## src/rtl/fp_multiply_seq.sv

```systemverilog
// Sequential IEEE-754 single-precision multiplier.
// Zero, denormal, NaN and infinity operands resolve straight to a result.
// Normal operands use an iterative shift-add mantissa multiply, followed by
// one normalise/round cycle. Operands and results use valid/ready handshakes.
module fp_multiply_seq #(
  parameter int BITS_PER_CYCLE = 1
) (
  input  logic        clock,
  input  logic        reset,
  input  logic        in_valid,
  output logic        in_ready,
  input  logic [31:0] a,
  input  logic [31:0] b,
  output logic        out_valid,
  input  logic        out_ready,
  output logic [31:0] result,
  output logic        busy
);

  localparam int N = 24 / BITS_PER_CYCLE;
  localparam logic [4:0] LAST_COUNT = 5'(N - 1);

  typedef struct packed {
    logic        sign;
    logic [7:0]  exponent;
    logic [22:0] fraction;
  } float_t;

  typedef enum logic [1:0] {
    IDLE,
    MULT,
    NORM,
    DONE
  } state_t;

  state_t             r_state;
  state_t             w_stateNext;

  logic               r_sign;
  logic signed [9:0]  r_exp;
  logic [47:0]        r_mcand;
  logic [23:0]        r_mplier;
  logic [47:0]        r_acc;
  logic [4:0]         r_count;
  logic [31:0]        r_result;

  float_t             w_a;
  float_t             w_b;
  logic               w_sign;
  logic               w_aNan, w_bNan, w_aInf, w_bInf, w_aZero, w_bZero;
  logic               w_special;
  logic [31:0]        w_specialResult;
  logic signed [9:0]  w_expSum;

  logic [47:0]        w_accNext;

  logic               w_hi;
  logic [22:0]        w_fracPre;
  logic               w_guard;
  logic               w_sticky;
  logic               w_roundUp;
  logic [23:0]        w_fracRounded;
  logic [22:0]        w_fracFinal;
  logic signed [9:0]  w_expNorm;
  logic signed [9:0]  w_expFinal;
  logic [31:0]        w_normResult;

  assign w_a    = a;
  assign w_b    = b;
  assign w_sign = w_a.sign ^ w_b.sign;

  // Denormals count as zero, so a zero exponent alone marks a zero operand.
  assign w_aNan  = (w_a.exponent == 8'hFF) && (w_a.fraction != 23'h0);
  assign w_bNan  = (w_b.exponent == 8'hFF) && (w_b.fraction != 23'h0);
  assign w_aInf  = (w_a.exponent == 8'hFF) && (w_a.fraction == 23'h0);
  assign w_bInf  = (w_b.exponent == 8'hFF) && (w_b.fraction == 23'h0);
  assign w_aZero = (w_a.exponent == 8'h00);
  assign w_bZero = (w_b.exponent == 8'h00);

  assign w_special = w_aNan | w_bNan | w_aInf | w_bInf | w_aZero | w_bZero;

  // Unbiased sum of exponents, re-biased once; range needs 10 signed bits.
  assign w_expSum = $signed({2'b00, w_a.exponent}) + $signed({2'b00, w_b.exponent}) - 10'sd127;

  // Special-case result selection; NaN and inf*zero take precedence over the rest.
  always_comb begin
    w_specialResult = {w_sign, 31'h0};
    if (w_aNan || w_bNan || (w_aInf && w_bZero) || (w_bInf && w_aZero)) begin
      w_specialResult = 32'h7FC0_0000;
    end else if (w_aInf || w_bInf) begin
      w_specialResult = {w_sign, 8'hFF, 23'h0};
    end else begin
      w_specialResult = {w_sign, 31'h0};
    end
  end

  // One MULT step: add the shifted multiplicand for each retired multiplier bit.
  always_comb begin
    w_accNext = r_acc;
    for (int i = 0; i < BITS_PER_CYCLE; i++) begin
      if (r_mplier[i]) begin
        w_accNext = w_accNext + (r_mcand << i);
      end
    end
  end

  assign w_hi      = r_acc[47];
  assign w_fracPre = w_hi ? r_acc[46:24] : r_acc[45:23];
  assign w_guard   = w_hi ? r_acc[23] : r_acc[22];
  assign w_sticky  = w_hi ? (|r_acc[22:0]) : (|r_acc[21:0]);
  assign w_expNorm = r_exp + $signed({9'd0, w_hi});

  assign w_roundUp     = w_guard & (w_sticky | w_fracPre[0]);
  assign w_fracRounded = {1'b0, w_fracPre} + {23'd0, w_roundUp};
  assign w_fracFinal   = w_fracRounded[23] ? 23'h0 : w_fracRounded[22:0];
  assign w_expFinal    = w_expNorm + $signed({9'd0, w_fracRounded[23]});

  // Final packing with overflow to infinity and underflow flushed to zero.
  always_comb begin
    w_normResult = {r_sign, w_expFinal[7:0], w_fracFinal};
    if (w_expFinal >= 10'sd255) begin
      w_normResult = {r_sign, 8'hFF, 23'h0};
    end else if (w_expFinal <= 10'sd0) begin
      w_normResult = {r_sign, 31'h0};
    end
  end

  // State register.
  always_ff @(posedge clock or posedge reset) begin
    if (reset) begin
      r_state <= IDLE;
    end else begin
      r_state <= w_stateNext;
    end
  end

  // Next-state logic and handshake outputs decoded from the current state only.
  always_comb begin
    w_stateNext = r_state;
    in_ready    = 1'b0;
    out_valid   = 1'b0;
    busy        = 1'b0;
    case (r_state)
      IDLE: begin
        in_ready = 1'b1;
        if (in_valid) begin
          w_stateNext = w_special ? DONE : MULT;
        end
      end
      MULT: begin
        busy = 1'b1;
        if (r_count == LAST_COUNT) begin
          w_stateNext = NORM;
        end
      end
      NORM: begin
        busy        = 1'b1;
        w_stateNext = DONE;
      end
      DONE: begin
        out_valid = 1'b1;
        if (out_ready) begin
          w_stateNext = IDLE;
        end
      end
      default: w_stateNext = IDLE;
    endcase
  end

  // Datapath: operand capture, shift-add iterations and result register.
  always_ff @(posedge clock or posedge reset) begin
    if (reset) begin
      r_sign   <= 1'b0;
      r_exp    <= '0;
      r_mcand  <= '0;
      r_mplier <= '0;
      r_acc    <= '0;
      r_count  <= '0;
      r_result <= '0;
    end else begin
      case (r_state)
        IDLE: begin
          if (in_valid) begin
            r_sign <= w_sign;
            if (w_special) begin
              r_result <= w_specialResult;
            end else begin
              r_exp    <= w_expSum;
              r_mcand  <= {24'h0, 1'b1, w_a.fraction};
              r_mplier <= {1'b1, w_b.fraction};
              r_acc    <= '0;
              r_count  <= '0;
            end
          end
        end
        MULT: begin
          r_acc    <= w_accNext;
          r_mcand  <= r_mcand << BITS_PER_CYCLE;
          r_mplier <= r_mplier >> BITS_PER_CYCLE;
          r_count  <= r_count + 5'd1;
        end
        NORM: begin
          r_result <= w_normResult;
        end
        default: begin
        end
      endcase
    end
  end

  assign result = r_result;

endmodule

```

## config.mk

```make
export PLATFORM = sky130hd
export DESIGN_NAME = fp_multiply_seq
export DESIGN_NICKNAME = d
export VERILOG_FILES = /design/src/rtl/fp_multiply_seq.sv
export SDC_FILE = /design/constraint.sdc
export NUM_CORES = 1
export LEC_CHECK = 0
export ABC_AREA = 1
export CAP_MARGIN = 30
export CORE_MARGIN = 3
export CORE_UTILIZATION = 30
export DETAILED_ROUTE_END_ITERATION = 12
export HOLD_SLACK_MARGIN = 0.08
export PLACE_DENSITY = 0.56
export REMOVE_ABC_BUFFERS = 1
export SLEW_MARGIN = 10
export SYNTH_ARGS = -nofsm -noshare
export SYNTH_HDL_FRONTEND = slang
export SYNTH_SLANG_ARGS = --single-unit
```

## constraint.sdc

```tcl
create_clock -name clock -period 7 [get_ports clock]
set_input_delay 1.4 -clock clock [delete_from_list [all_inputs] [get_ports clock]]
set_output_delay 1.4 -clock clock [all_outputs]
set_load 0.02 [all_outputs]
```

==> qor.yml <==
status:
  status: "completed"
clock_network:
  cts_buffer_depth: 2
  cts_hold_buffers: 0
  ctsResizeCount: 0
  htree_levels: 4
  clk_pin_slew_ps: 70
  cts_root_buf: "clkbuf_16"
  cts_buffers: 17
  cts_setup_buffers: 0
  clock_sinks: 170
  cts_tree: "done"
  clk_latency_ps: 470
timing:
  hold_slack_ps: 478.4
  slew_headroom_pct: 46.95
  setup_ws_ps: 2479
  timing.fmax_mhz: 221.2
  worst_pin_slew_ps: 795.7
  fin_crit_ps: 4521
  skew_ps: 18.14
  slew_viol_final: 0
  setup_violations: 0
  hold_violations: 0
  fin_tns_setup_ps: 0
  fin_crit_sh_pct: 64.59
  rsz0062_at_grt: "false"
synthesis:
  syn_inst: 2194
  synth-edff-count: 0
  synth_xor_area_share_pct: 2.321
  synthDistinctLibCells: 46
  synth-warning-count: 0
  async_reset_ff_share_pct: 100.0
  yosysSeqAreaShare_pct: 30.47
  avgSynthCellArea_um2: 6.364
  synth-main-ff-cell: "dfrtp_1"
  synth_compound_area_share_pct: 8.244
  syn-cell-area_mm2: 0.01396
  synth-seq-cells: 170
  synth_fa_ha_area_share_pct: 6.613
  synthSimpleGateAreaFrac_pct: 40.22
  yosys-mux-area-fraction_pct: 0
  synth_top_family_by_area: "simple AND/OR/NAND/NOR gates"
placed_design:
  pre_cts_ws_ps: 2179
  port_buffers: 102
  routabilityCongestion: 0.9447
  hpwl_um: 33730
hold_path:
  min_delay_worst_endpoint: "result[19]"
  hold_depth: 2
  hp-class: "reg2reg"
  min_from: "result[19]"
floorplanning:
  ios: 103
  core_mm2: 0.04567
  rows: 78
  initial_utilization_pct: 30.57
  dieArea_mm2: 0.04917
  die_x_um: 221.7
  die_h_um: 221.7
finish:
  num_antenna_cells: 0
  num-fill-cells: 5028
  final_common_cell: "nand2_1"
  multi_input_area_mm2: 0.008033
  layout.nets: 2406
  areaGrowthSynthToFinish_pct: 15.21
  layout_common_cells: "nand2_1, inv_1, dfrtp_1"
  ff_latch_area_mm2: 0.004254
  drive_gt1_share_pct: 7.155
grt:
  grt_antenna_before_repair: 0
  grt_pass1_vias: 12817
  globalRouteTotalUtil_pct: 17.27
  grt_max_degree: 98
  grt_first_pass_wirelength_um: 68660
  grt_overflow: 0
setup_path:
  path_class: "reg2reg"
  r2r_start: "r_acc[47]"
  worstPathArrival_ps: 4920
  ff2ff_path_depth: 23
  rr_endpoint: "result[21]"
  reg2reg_slack_ps: 2480
  required_ps: 7400
  start_kind: "flop"
  end_kind: "flop"
  worstPathMaxFanout: 29
power:
  swShare_pct: 48.94
  seq_power_share_pct: 28.0
  p_int_w: 0.002745
  pwr-share-clk_pct: 17.7
  comb_power_share_pct: 54.3
  vdd_drop_max_mv: 0.1766
  switchingPower_w: 0.002631
  power.density_mw_per_mm2: 334.1
  p_leak_nw: 8.457
route:
  firstDrtPassIters: 5
  drt-initial-drc-count: 978
  vias: 13470
  drt.antenna.violating_nets: 0
  via_per_inst: 4.680
  wl_per_cell_um: 14.76
  route.detailed.drc: 0
  wirelength_um: 42480
run:
  max_cap_violations: 0
-- cell type report --
| type | count | share of cell area (%) |
|---|---|---|
| Multi-Input combinational cell | 1612 | 49.93 |
| Sequential cell | 170 | 26.44 |
| Inverter | 353 | 8.314 |
| Timing Repair Buffer | 112 | 7.140 |
| Tap cell | 600 | 4.666 |
| Clock buffer | 17 | 2.644 |
| Clock inverter | 14 | 0.8633 |
-- cells in the mapped netlist (29+ instances only) --
master    number  area (um2)
dfrtp_1      170        4254
nand4_1       29       181.4
o21ai_1       54       270.3
ha_1          69       863.3
nand3_1      134       670.6
nand2_1      849        3187
or2_2         41       256.5
nor2_1       163       611.8
a21oi_1       32       160.2
o21ai_0       65       325.3
inv_1        341        1280
clkbuf_1      30       112.6
-- routing by layer --
layer  part of all wire [%]  global-route usage, %
met1                     48                  23.92
met2                     46                  28.35
met3                    4.5                  2.436
met4                    1.8                  4.499
met5                      0                      0
-- sequential cells by signal (all words and copies together) (netlist names) --
register and cells:
r_sign 1, r_state 2, r_exp 10, result 32, r_mplier 24, r_acc 48, r_mcand 48, r_count 5
-- through the flow --
step	std cells	total power, W	cell area (um2)	utilization, %
after floorplan	2135	0.003495	13600	-
after global placement	2844	0.004363	15450	33.82
after detailed placement	2845	0.004414	15470	33.87
after CTS	2876	0.005399	16030	35.10
after global routing	2878	0.005874	16090	35.22
final	2878	0.005376	16090	35.22
-- logic make-up after synthesis --
logic type,after synthesis
DFF,170
and+or+nand+nor,1305
buffers and inverters,412
adders and majority gates,72
AOI/OAI and AO/OA,198
xor gates and xnor gates,37
-- power groups by stage --
stage               registers, W  clock network, W  logic (W)
floorplan                0.00146                 0    0.00203
global placement         0.00152                 0    0.00285
detailed placement       0.00152                 0    0.00289
CTS                      0.00151          0.000982    0.00291
global route             0.00154           0.00102    0.00331
finish                   0.00151          0.000953    0.00292
-- how the worst max path moves through the flow --
stage | start | end | slack [ps] | depth (start not counted)
finish | r_acc[47] | result[21] | 2480 | 23
global route | r_acc[47] | result[21] | 1980 | 23
floorplan | reset | r_acc[0] | 1000 | 1
global placement | a[14] | r_acc[41] | 2270 | 14
CTS | r_acc[47] | result[21] | 2430 | 23
detailed placement | a[14] | r_acc[46] | 2180 | 14
-- worst max-delay path: stages, from the launching register on --
cell	delay, ps
dfrtp_1	590
buf_4	410
inv_6	160
o21ai_2	300
nand2_2	140
nor2_4	190
nand3_2	140
inv_1	80
nand4_1	100
nor3_1	320
fa_1	310
ha_1	220
nand2_1	90
nor2_1	130
nand2_1	70
nand2_1	60
nand2_1	80
nand3_1	110
nor2_1	70
nor2_2	130
nand3_2	130
nor2_8	380
nand3_1	140
nand2_1	90
Note: power is estimated with default switching activity, not from simulation.
